==> src/rtl/mem_access_stage_pkg.sv <==
// rtl/mem_access_stage_pkg.sv - shared types and widths for the memory access stage
//
// Purpose: FSM state enum, default datapath width and register-address width
// shared by the interface, the request FSM and the stage top.
package mem_stage_pkg;

  localparam int DATA_W_DEF = 32;
  localparam int REG_AW     = 5;

  typedef enum logic {
    ST_IDLE = 1'b0,
    ST_WAIT = 1'b1
  } mem_state_e;

endpackage

==> src/rtl/mem_access_stage_if.sv <==
// rtl/mem_access_stage_if.sv - data-memory req/ack handshake bundle
//
// Purpose: groups the data-memory request and response signals.
// Ports (master = pipeline stage, slave = memory):
//   dmem_req   master->slave  memory request
//   dmem_we    master->slave  write enable
//   dmem_addr  master->slave  word-aligned byte address
//   dmem_wdata master->slave  store data
//   dmem_ack   slave->master  access complete, dmem_rdata valid this cycle
//   dmem_rdata slave->master  load data
interface mem_access_stage_if
  import mem_stage_pkg::*;
#(
  parameter int DATA_W = DATA_W_DEF
);

  logic              dmem_req;
  logic              dmem_we;
  logic [DATA_W-1:0] dmem_addr;
  logic [DATA_W-1:0] dmem_wdata;
  logic              dmem_ack;
  logic [DATA_W-1:0] dmem_rdata;

  modport master (
    output dmem_req, dmem_we, dmem_addr, dmem_wdata,
    input  dmem_ack, dmem_rdata
  );

  modport slave (
    input  dmem_req, dmem_we, dmem_addr, dmem_wdata,
    output dmem_ack, dmem_rdata
  );

endinterface

==> src/rtl/mem_access_stage_req_fsm.sv <==
// rtl/mem_access_stage_req_fsm.sv - data-memory request FSM with ack timeout
//
// Purpose: issues the memory request, tracks the wait for dmem_ack, aborts a
// request that waits too long and keeps sticky error flags.
// Ports:
//   clk, rst_n      clock, asynchronous active-low reset
//   mop             EX/MEM holds a valid load or store
//   mis             that access is misaligned (never requested)
//   dmem_ack        memory acknowledge
//   req             request to memory
//   stall           access outstanding, pipeline must freeze
//   abort           timeout terminal cycle
//   ack_ok          ack accepted for an active request this cycle
//   err_misaligned  sticky misaligned-access flag
//   err_timeout     sticky timeout flag
module mem_req_fsm
  import mem_stage_pkg::*;
#(
  parameter int ACK_TIMEOUT = 16
) (
  input  logic clk,
  input  logic rst_n,
  input  logic mop,
  input  logic mis,
  input  logic dmem_ack,
  output logic req,
  output logic stall,
  output logic abort,
  output logic ack_ok,
  output logic err_misaligned,
  output logic err_timeout
);

  localparam int CNT_W = $clog2(ACK_TIMEOUT + 1);
  // The counter holds the number of WAIT cycles already spent; the access
  // aborts when this cycle's increment would bring it to ACK_TIMEOUT-1, so the
  // request is held for ACK_TIMEOUT cycles in total, the last one aborting.
  localparam logic [CNT_W-1:0] CNT_LAST = CNT_W'(ACK_TIMEOUT - 2);

  mem_state_e       state_q, state_d;
  logic [CNT_W-1:0] cnt_q, cnt_d;
  logic             err_mis_q, err_mis_d;
  logic             err_to_q, err_to_d;

  always_ff @(posedge clk or negedge rst_n) begin
    if (!rst_n) begin
      state_q   <= ST_IDLE;
      cnt_q     <= '0;
      err_mis_q <= 1'b0;
      err_to_q  <= 1'b0;
    end else begin
      state_q   <= state_d;
      cnt_q     <= cnt_d;
      err_mis_q <= err_mis_d;
      err_to_q  <= err_to_d;
    end
  end

  always_comb begin
    state_d   = state_q;
    cnt_d     = cnt_q;
    err_mis_d = err_mis_q | mis;
    err_to_d  = err_to_q;
    req       = 1'b0;
    abort     = 1'b0;
    ack_ok    = 1'b0;
    stall     = 1'b0;

    case (state_q)
      ST_IDLE: begin
        req = mop & ~mis;
        if (req && !dmem_ack) begin
          state_d = ST_WAIT;
          cnt_d   = '0;
        end
      end
      ST_WAIT: begin
        // EX/MEM is frozen while here, so req/addr/data/we stay stable.
        req   = 1'b1;
        cnt_d = cnt_q + CNT_W'(1);
        if (dmem_ack) begin
          state_d = ST_IDLE;
        end else if (cnt_q == CNT_LAST) begin
          abort    = 1'b1;
          err_to_d = 1'b1;
          state_d  = ST_IDLE;
        end
      end
      default: state_d = ST_IDLE;
    endcase

    // An ack without an active request is ignored.
    ack_ok = req & dmem_ack;
    stall  = req & ~dmem_ack & ~abort;
  end

  assign err_misaligned = err_mis_q;
  assign err_timeout    = err_to_q;

endmodule

==> src/rtl/mem_access_stage.sv <==
// rtl/mem_access_stage.sv - EX/MEM register, data-memory access and MEM/WB register
//
// Purpose: registers execute results, performs loads/stores over the dmem
// handshake, stalls while an access is outstanding, and produces the
// write-back value plus forwarding sources.
// Ports:
//   clk, reset                     clock, asynchronous active-low reset
//   ex_*                           execute-stage instruction fields
//   dmem                           data-memory handshake (master side)
//   mem_stall                      freezes IF/ID/EX and EX/MEM
//   ex_mem_alu_result/_reg_write/_write_reg       EX/MEM forwarding source
//   mem_wb_reg_write/_write_reg/_write_back_result MEM/WB outputs
//   err_misaligned, err_timeout    sticky error flags
module mem_access_stage
  import mem_stage_pkg::*;
#(
  parameter int ACK_TIMEOUT = 16,
  parameter int DATA_W      = DATA_W_DEF
) (
  input  logic               clk,
  input  logic               reset,
  input  logic               ex_valid,
  input  logic [DATA_W-1:0]  ex_alu_result,
  input  logic [DATA_W-1:0]  ex_store_data,
  input  logic               ex_mem_read,
  input  logic               ex_mem_write,
  input  logic               ex_reg_write,
  input  logic               ex_mem_to_reg,
  input  logic [REG_AW-1:0]  ex_write_reg,
  mem_access_stage_if.master dmem,
  output logic               mem_stall,
  output logic [DATA_W-1:0]  ex_mem_alu_result,
  output logic               ex_mem_reg_write,
  output logic [REG_AW-1:0]  ex_mem_write_reg,
  output logic               mem_wb_reg_write,
  output logic [REG_AW-1:0]  mem_wb_write_reg,
  output logic [DATA_W-1:0]  mem_wb_write_back_result,
  output logic               err_misaligned,
  output logic               err_timeout
);

  // EX/MEM register
  logic              exm_valid_q;
  logic [DATA_W-1:0] exm_alu_q;
  logic [DATA_W-1:0] exm_store_q;
  logic              exm_mem_read_q;
  logic              exm_mem_write_q;
  logic              exm_reg_write_q;
  logic              exm_mem_to_reg_q;
  logic [REG_AW-1:0] exm_write_reg_q;

  // MEM/WB register
  logic              mwb_valid_q;
  logic              mwb_reg_write_q;
  logic [REG_AW-1:0] mwb_write_reg_q;
  logic [DATA_W-1:0] mwb_result_q;

  logic              mop;
  logic              mis;
  logic              req;
  logic              stall;
  logic              abort;
  logic              ack_ok;
  logic [DATA_W-1:0] wb_result_d;

  always_ff @(posedge clk or negedge reset) begin
    if (!reset) begin
      exm_valid_q      <= 1'b0;
      exm_alu_q        <= '0;
      exm_store_q      <= '0;
      exm_mem_read_q   <= 1'b0;
      exm_mem_write_q  <= 1'b0;
      exm_reg_write_q  <= 1'b0;
      exm_mem_to_reg_q <= 1'b0;
      exm_write_reg_q  <= '0;
    end else if (!stall) begin
      exm_valid_q      <= ex_valid;
      exm_alu_q        <= ex_alu_result;
      exm_store_q      <= ex_store_data;
      exm_mem_read_q   <= ex_mem_read;
      exm_mem_write_q  <= ex_mem_write;
      exm_reg_write_q  <= ex_reg_write;
      exm_mem_to_reg_q <= ex_mem_to_reg;
      exm_write_reg_q  <= ex_write_reg;
    end
  end

  assign mop = exm_valid_q & (exm_mem_read_q | exm_mem_write_q);
  assign mis = mop & (exm_alu_q[1:0] != 2'b00);

  mem_req_fsm #(
    .ACK_TIMEOUT (ACK_TIMEOUT)
  ) u_req_fsm (
    .clk            (clk),
    .rst_n          (reset),
    .mop            (mop),
    .mis            (mis),
    .dmem_ack       (dmem.dmem_ack),
    .req            (req),
    .stall          (stall),
    .abort          (abort),
    .ack_ok         (ack_ok),
    .err_misaligned (err_misaligned),
    .err_timeout    (err_timeout)
  );

  assign dmem.dmem_req   = req;
  assign dmem.dmem_we    = exm_mem_write_q;
  assign dmem.dmem_addr  = exm_alu_q;
  assign dmem.dmem_wdata = exm_store_q;

  // Load data only counts when the access really completed; aborted or
  // misaligned loads write back zero.
  assign wb_result_d = exm_mem_to_reg_q ? (ack_ok ? dmem.dmem_rdata : '0) : exm_alu_q;

  always_ff @(posedge clk or negedge reset) begin
    if (!reset) begin
      mwb_valid_q     <= 1'b0;
      mwb_reg_write_q <= 1'b0;
      mwb_write_reg_q <= '0;
      mwb_result_q    <= '0;
    end else if (stall) begin
      mwb_valid_q     <= 1'b0;
      mwb_reg_write_q <= 1'b0;
    end else begin
      mwb_valid_q     <= exm_valid_q;
      mwb_reg_write_q <= exm_reg_write_q;
      mwb_write_reg_q <= exm_write_reg_q;
      mwb_result_q    <= wb_result_d;
    end
  end

  assign mem_stall                = stall;
  assign ex_mem_alu_result        = exm_alu_q;
  assign ex_mem_reg_write         = exm_valid_q & exm_reg_write_q;
  assign ex_mem_write_reg         = exm_write_reg_q;
  assign mem_wb_reg_write         = mwb_valid_q & mwb_reg_write_q;
  assign mem_wb_write_reg         = mwb_write_reg_q;
  assign mem_wb_write_back_result = mwb_result_q;

  // abort only shapes stall inside the FSM; keep it visible for debug.
  logic unused_abort;
  assign unused_abort = abort;

endmodule

==> src/flat_wrapper.sv <==
// flat-port wrapper written by rule: the top's interface ports become plain ports
module mem_access_stage_flat import mem_stage_pkg::*;
#(
  parameter int ACK_TIMEOUT = 16,
  parameter int DATA_W      = DATA_W_DEF
)
  (clk, reset, ex_valid, ex_alu_result, ex_store_data, ex_mem_read, ex_mem_write, ex_reg_write, ex_mem_to_reg, ex_write_reg, mem_stall, ex_mem_alu_result, ex_mem_reg_write, ex_mem_write_reg, mem_wb_reg_write, mem_wb_write_reg, mem_wb_write_back_result, err_misaligned, err_timeout, dmem_dmem_req, dmem_dmem_we, dmem_dmem_addr, dmem_dmem_wdata, dmem_dmem_ack, dmem_dmem_rdata);
  mem_access_stage_if #(.DATA_W(DATA_W)) dmem_i ();
  input  logic clk;
  input  logic reset;
  input  logic ex_valid;
  input  logic [DATA_W-1:0] ex_alu_result;
  input  logic [DATA_W-1:0] ex_store_data;
  input  logic ex_mem_read;
  input  logic ex_mem_write;
  input  logic ex_reg_write;
  input  logic ex_mem_to_reg;
  input  logic [REG_AW-1:0] ex_write_reg;
  output logic mem_stall;
  output logic [DATA_W-1:0] ex_mem_alu_result;
  output logic ex_mem_reg_write;
  output logic [REG_AW-1:0] ex_mem_write_reg;
  output logic mem_wb_reg_write;
  output logic [REG_AW-1:0] mem_wb_write_reg;
  output logic [DATA_W-1:0] mem_wb_write_back_result;
  output logic err_misaligned;
  output logic err_timeout;
  output wire logic [$bits(dmem_i.dmem_req)-1:0] dmem_dmem_req;
  output wire logic [$bits(dmem_i.dmem_we)-1:0] dmem_dmem_we;
  output wire logic [$bits(dmem_i.dmem_addr)-1:0] dmem_dmem_addr;
  output wire logic [$bits(dmem_i.dmem_wdata)-1:0] dmem_dmem_wdata;
  input wire logic [$bits(dmem_i.dmem_ack)-1:0] dmem_dmem_ack;
  input wire logic [$bits(dmem_i.dmem_rdata)-1:0] dmem_dmem_rdata;
  assign dmem_dmem_req = dmem_i.dmem_req;
  assign dmem_dmem_we = dmem_i.dmem_we;
  assign dmem_dmem_addr = dmem_i.dmem_addr;
  assign dmem_dmem_wdata = dmem_i.dmem_wdata;
  assign dmem_i.dmem_ack = dmem_dmem_ack;
  assign dmem_i.dmem_rdata = dmem_dmem_rdata;
  mem_access_stage #(.ACK_TIMEOUT(ACK_TIMEOUT), .DATA_W(DATA_W)) u_core (.clk(clk), .reset(reset), .ex_valid(ex_valid), .ex_alu_result(ex_alu_result), .ex_store_data(ex_store_data), .ex_mem_read(ex_mem_read), .ex_mem_write(ex_mem_write), .ex_reg_write(ex_reg_write), .ex_mem_to_reg(ex_mem_to_reg), .ex_write_reg(ex_write_reg), .dmem(dmem_i), .mem_stall(mem_stall), .ex_mem_alu_result(ex_mem_alu_result), .ex_mem_reg_write(ex_mem_reg_write), .ex_mem_write_reg(ex_mem_write_reg), .mem_wb_reg_write(mem_wb_reg_write), .mem_wb_write_reg(mem_wb_write_reg), .mem_wb_write_back_result(mem_wb_write_back_result), .err_misaligned(err_misaligned), .err_timeout(err_timeout));
endmodule
==> config.mk <==
export PLATFORM = sky130hd
export DESIGN_NAME = mem_access_stage_flat
export DESIGN_NICKNAME = d
export VERILOG_FILES = /design/src/rtl/mem_access_stage_pkg.sv /design/src/rtl/mem_access_stage_if.sv /design/src/rtl/mem_access_stage_req_fsm.sv /design/src/rtl/mem_access_stage.sv /design/src/flat_wrapper.sv
export SDC_FILE = /design/constraint.sdc
export NUM_CORES = 1
export LEC_CHECK = 0
export BUFFER_PORTS_ARGS = -buffer_cell sky130_fd_sc_hd__buf_2
export CAP_MARGIN = 20
export CELL_PAD_IN_SITES_DETAIL_PLACEMENT = 1
export CELL_PAD_IN_SITES_GLOBAL_PLACEMENT = 1
export CORE_UTILIZATION = 39
export CTS_CLUSTER_SIZE = 30
export DETAILED_ROUTE_END_ITERATION = 10
export PLACE_DENSITY_LB_ADDON = 0.1
export SETUP_SLACK_MARGIN = 0.3
export SLEW_MARGIN = 10
export SYNTH_ARGS = -nofsm -noshare
export SYNTH_HDL_FRONTEND = slang
export SYNTH_HIERARCHICAL = 1
export SYNTH_SLANG_ARGS = --single-unit
==> constraint.sdc <==
create_clock -name clk -period 6 [get_ports clk]
set_clock_uncertainty 0.05 [all_clocks]
set_input_delay 0.9 -clock clk [delete_from_list [all_inputs] [get_ports clk]]
set_output_delay 0.9 -clock clk [all_outputs]
set_load 0.005 [all_outputs]
==> results of run 1 <==
## where the power goes
part | leakage, nW | switching [mW] | internal, mW | total, mW
sequential | 1.44 | 0.142 | 0.987 | 1.13
clock | 0.263 | 0.354 | 0.573 | 0.928
combinational | 1.89 | 0.297 | 0.374 | 0.671
## metal layers
metal | GRT usage | routed length [um] | vias to the layer above
met5 | 0 | 0 | -
met4 | 0.0733 | 181 | 0
met3 | 0.0585 | 1040 | 14
met2 | 0.334 | 7340 | 146
met1 | 0.244 | 5850 | 2018
li1 | - | - | 1857
## logic make-up (layout without fill, tap and decap cells)
kind of cell | Yosys count | after routing
adders and majority gates | 2 | 2
DFF | 121 | 121
and+or+nand+nor | 110 | 110
AOI/OAI and AO/OA | 40 | 40
buffers and inverters | 65 | 294
muxes | 80 | 80
xor gates and xnor gates | 3 | 3
## how the worst max path moves through the flow
| stage | depth (start not counted) | endpoint | from | slack (ns) |
|---|---|---|---|---|
| 2_1_floorplan | 5 | mem_stall | u_core/dmem.dmem_we | 3.84 |
| 3_3_place_gp | 5 | u_core/mem_wb_write_back_result[25] | dmem_dmem_ack | 2.94 |
| 3_5_place_dp | 5 | u_core/mem_wb_write_back_result[17] | dmem_dmem_ack | 2.81 |
| 4_1_cts | 8 | u_core/mem_wb_write_back_result[15] | u_core/dmem.dmem_we | 2.81 |
| 5_1_grt | 8 | u_core/mem_wb_write_back_result[15] | u_core/dmem.dmem_we | 2.59 |
| 6_report | 8 | u_core/mem_wb_write_back_result[17] | u_core/dmem.dmem_we | 2.84 |
## cell usage in the layout, fill, tap and decap left out, types with 2 or more instances in the layout
| cell type | Yosys | final |
|---|---|---|
| a31oi_1 | 32 | 32 |
| dfrtp_1 | 121 | 120 |
| clkinv_2 | 0 | 6 |
| nor2b_1 | 34 | 34 |
| nand3_1 | 34 | 34 |
| a22o_1 | 4 | 4 |
| clkbuf_16 | 0 | 17 |
| nand2b_1 | 32 | 32 |
| clkbuf_1 | 9 | 4 |
| o21a_1 | 2 | 2 |
| mux2_4 | 56 | 56 |
| mux2_2 | 24 | 24 |
| inv_1 | 5 | 5 |
| buf_2 | 9 | 252 |
| nor3_2 | 1 | 2 |
| and2_1 | 2 | 2 |
| ha_1 | 2 | 2 |
| xnor2_1 | 2 | 2 |
| buf_4 | 33 | 4 |
## final cells by class
type | instances | area, um^2
fill | 1547 | 6710
multi-input combinational | 235 | 2100
inverter | 6 | 22.5
tap | 180 | 225
sequential | 121 | 3030
clock inverter | 9 | 76.3
clock buffer | 22 | 454
timing repair buffer | 257 | 1320
## metrics by stage
stage | area [um^2] | hold slack [ns] | std cells | worst slack (ns)
floorplan | 5610 | 0.408 | 421 | 3.84
finish | 7230 | 0.322 | 830 | 2.84
detailed placement | 6670 | 0.416 | 798 | 2.81
global placement | 6670 | 0.392 | 798 | 2.94
CTS | 7200 | 0.429 | 829 | 2.81
global route | 7230 | 0.332 | 830 | 2.59
==> metrics.txt, run 1 <==
# setup viols final=0; main combinational cell family by area after synthesis=multiplexers; post-synthesis simple-gate area fraction=0.116; Initial DRC Count=185; H-tree depth=4; Worst R2R Path Depth=8; number of distinct library cells after synthesis=28; drt first pass iters=4; post-synthesis adder-cell area fraction=0.00446; fin crit period=3.16 ns; Critical Path, Cell by Cell=o21a_1 -> o21a_1 -> inv_1 -> a21oi_1 -> nor3_2 -> buf_4 -> inv_2 -> a31oi_1; latest clock arrival within the worst-skew pair=0.41 ns; Least-Margin Pin Slew=1.09 ns; Peak Freq=317 MHz; crit-path most repeated cell=o21a_1; count leader, synth=dfrtp_1; Routed Antenna Nets=0; post-CTS setup buffer count=0; Synth Cell Area=5610 um^2; Post-DP HPWL=10000 um; largest net degree at the start of global routing=80; number of global-route vias before repair=4204; synth warn=6; EDFF count, synth=0; Worst setup SP type=flip-flop; Die ar.=14900 um^2; sequential-to-total area share from yosys stat=0.540; Async S/R FF share, synth=1.00; reg2reg end=u_core/mem_wb_write_back_result[17]; WL per Instance=17.4 um; core footprint=13900 um^2; Worst path max stage delay=0.84 ns; DR vias=4035; Critical Path RT=6.27 ns; Row Count=43; CTS root buf=clkbuf_16; Clock Pin Slew Worst Setup and Hold Paths=0.06 ns; PostCTS Resize Cnt=0; drt drc=0; gpl congestion=0.781; Final period util=0.526; Die X=122 um; Final Slew Violations=0; TritonCTS Sinks=121; top post-synthesis cells by area=dfrtp_1 (54%), mux2_4 (15%), mux2_2 (4.8%); Slew HR=0.273; run status=completed; initial antenna violation count=0; routed vias/inst=4.86; RSZ-0062 raised after global routing=false; complex-gate fraction of the synthesized area=0.0493; Overall Power=2.73 mW; PwrDens=377 nW/um^2; total CTS buffers=17; r2r startpoint=u_core/dmem.dmem_we; total track usage=0.200; Initial Util=0.402; total negative slack=0 ns; Worst path top cell family by delay=buffers and inverters; Crit path buffers/inverters=3; Net count, final=749; DIE HEIGHT=122 um; Critical Path Sink Type=flip-flop; hold_buf cts=0; Final Hold Vio Count=0; flops & latches, synth=121; DRT Wirelength=14400 um; top cells by count, synth=dfrtp_1 (121), mux2_4 (56), nand3_1 (34), nor2b_1 (34), buf_4 (33); Top Ports=254; maximum VDD drop=170 uV; fraction of layout cells with a size suffix above 1=0.572; Final Util=0.519; max-capacitance violation count=0; Post-Synth XOR/XNOR Area=0.00469; CP Max Fanout=70; HP Class=primary input to asynchronous set/reset pin; P_leak=3.59 nW; Mapped Cells=421; Syn Area/Cell=13.3 um^2; R2R setup slack=2.84 ns; crit path DAT=3.42 ns; Area growth syn-to-layout=28.9%; first-pass GRT wire length=22500 um; # diodes=0; Synth Flop Type=dfrtp_1; Synth top area share=0.540; CTS max path bufs=2; Crit Path Class=flip-flop to flip-flop; Worst path slowest cell=buf_4; Synth Net Count=532; cell taking the most area after synthesis=dfrtp_1; Port Buf Inserts=253; Remaining Overflow, GRT=0; mux cell area share after synthesis=0.198; CTS tree=yes
No activity file was read; power rests on OpenSTA's default activity.
==> run 2, diff against run 1 <==
- CORE_UTILIZATION: 39 -> 33
- clock period: 6 -> 2.7 ns (I/O delays scaled with it)
==> run 2 against run 1 <==
Final cell count up 6.6%. Largest power group unchanged. Largest cell class unchanged. Non-clock buffer count grew 11. Clock-buffer cell count shrank 2. Critical endpoint is now mem_stall. Utilization down 6.2 points. Clock power rose to 2.6 times the previous value.
==> metrics.txt, run 2 (synthesized netlist as in run 1, its figures left out) <==
CTS root buf=clkbuf_16 (unchanged); Die ar.=17500 um^2 (was 14900 um^2); crit path DAT=1.81 ns (was 3.42 ns); dpl cell area=6840 um^2 (was 6670 um^2); Top Usage Layer GRT=met2 (unchanged); # setup viols final=0 (unchanged); Routed Antenna Nets=0 (unchanged); fraction of layout cells with a size suffix above 1=0.586 (was 0.572); Final Util=0.456 (was 0.519); largest net degree at the start of global routing=58 (was 80); combinational share of power=0.250 (was 0.246); first-pass GRT wire length=24400 um (was 22500 um); Net Sw Power=1.85 mW (was 0.793 mW); switch share=0.283 (was 0.291); Critical Path RT=2.25 ns (was 6.27 ns); DIE HEIGHT=132 um (was 122 um); run status=completed (unchanged); Final Slew Violations=0 (unchanged); TritonCTS Sinks=121 (unchanged); Row Count=47 (was 43); Clock Pin Slew Worst Setup and Hold Paths=0.06 ns (about the same); Final Hold Vio Count=0 (unchanged); RSZ-0062 raised after global routing=false (unchanged); Initial DRC Count=96 (was 185); initial antenna violation count=4 (was 0); GRT met3 Usage=0.0588 (was 0.0585); Peak Freq=441 MHz; Slew HR=0.635 (was 0.273); core footprint=16600 um^2 (was 13900 um^2); most frequent cells in the layout=buf_2 (252), dfrtp_1 (120), mux2_4 (56), nor2b_1 (34), nand3_1 (34) (unchanged); Crit Path Class=flip-flop to primary output (was flip-flop to flip-flop); Least-Margin Pin Slew=0.547 ns (was 1.09 ns); Top Ports=254 (unchanged); gpl congestion=0.735 (was 0.781); most common cell after layout, fill and taps aside=buf_2 (unchanged); max-capacitance violation count=0 (unchanged); DR vias=4080 (was 4035); drt drc=0 (unchanged); drt first pass iters=4 (unchanged); H-tree depth=4 (unchanged); Remaining Overflow, GRT=0 (unchanged); Worst setup SP type=flip-flop (unchanged); met2 usage=0.293 (was 0.334); Initial Util=0.338 (was 0.402); Area growth syn-to-layout=35.0% (was 28.9%); latest clock arrival within the worst-skew pair=0.42 ns (was 0.41 ns); Overall Power=6.52 mW (was 2.73 mW); Post-DP HPWL=10500 um (was 10000 um); CTS tree=yes (unchanged); Port Buf Inserts=253 (unchanged); maximum VDD drop=439 uV (was 170 uV); CTS max path bufs=2 (unchanged); P_leak=3.71 nW (was 3.59 nW); DRT Wirelength=15200 um (was 14400 um); met1 usage=0.229 (was 0.244); clock share of power=0.369 (was 0.340); total negative slack=0 ns (unchanged); PwrDens=861 nW/um^2 (was 377 nW/um^2); Final period util=0.839; total track usage=0.182 (was 0.200); Seq pwr share=0.381 (was 0.414); WL per Instance=17.1 um (was 17.4 um); fin crit period=2.27 ns; number of global-route vias before repair=4344 (was 4204); cell area after layout=7570 um^2 (was 7230 um^2); routed vias/inst=4.61 (was 4.86); total CTS buffers=17 (unchanged); Critical Path Sink Type=primary output (was flip-flop); HP Class=primary input to flip-flop (was primary input to asynchronous set/reset pin); Die X=132 um (was 122 um); P_int=4.67 mW (was 1.93 mW); Net count, final=760 (was 749); CP Max Fanout=4 (was 70)
==> run 2: repair_timing <==
item,in CTS,in global routing
setup buffers,3,1
setup endpoints to repair,28,8
resized for setup,5,0
hold buffers,1,0
endpoints found under the hold margin,38,0
pin swaps,1,2
gates cloned,1,0
==> run 2: routing by layer <==
metal,vias up,wire length (um),part of all wire
met1,2025,6510,0.43
li1,1887,-,-
met4,2,229,0.015
met3,21,958,0.063
met5,-,14,0.00092
met2,145,7460,0.49
==> run 2: power groups by stage <==
stage	sequential [mW]	combinational [mW]	clock (mW)
final	2.48	1.63	2.40
after global routing	2.54	1.79	2.53
after CTS	2.49	1.66	2.47
after detailed placement	2.51	1.60	0
after global placement	2.49	1.57	0
after floorplan	2.48	0.986	0
==> run 2: through the flow <==
step                      hold slack (ns)  worst slack, ns  std cells
after floorplan                    0.0594            0.563        421
after global placement              0.382            0.373        844
after detailed placement            0.390            0.263        844
after CTS                           0.143            0.322        881
after global routing                0.150            0.325        885
final                               0.166            0.434        885
==> run 2: final cells by class <==
cell class / instances / area, um^2
repair buffers: 268 / 1500
inverters: 6 / 22.5
clock inverters: 12 / 173
multi-input cells: 235 / 2120
diodes: 3 / 7.51
clock buffers: 20 / 447
flip-flops and latches: 121 / 3030
fillers: 1842 / 9010
well taps: 220 / 275
==> run 2: critical path, cell delays in order (launching register included) <==
cell and delay, ns:
dfrtp_1 0.42, inv_1 0.08, ha_1 0.16, nand4_2 0.13, nor2_1 0.27, nor3_4 0.09
buf_12 0.13, buf_2 0.12
==> run 2: path summary, 6_finish.rpt <==
kind	end	cells after the start	start	slack, ns
min in group asynchronous	u_core/dmem.dmem_wdata[26]	2	reset	0.46
worst max register to register	u_core/dmem.dmem_addr[21]	9	u_core/dmem.dmem_we	0.44
worst min-delay path	u_core/dmem.dmem_wdata[26]	2	ex_store_data[26]	0.17
worst min register to register	u_core/u_req_fsm/err_timeout	1	u_core/u_req_fsm/err_timeout	0.41
worst max-delay path	mem_stall	7	u_core/u_req_fsm/cnt_q[0]	0.43
max in group asynchronous	u_core/dmem.dmem_addr[28]	3	reset	1.35
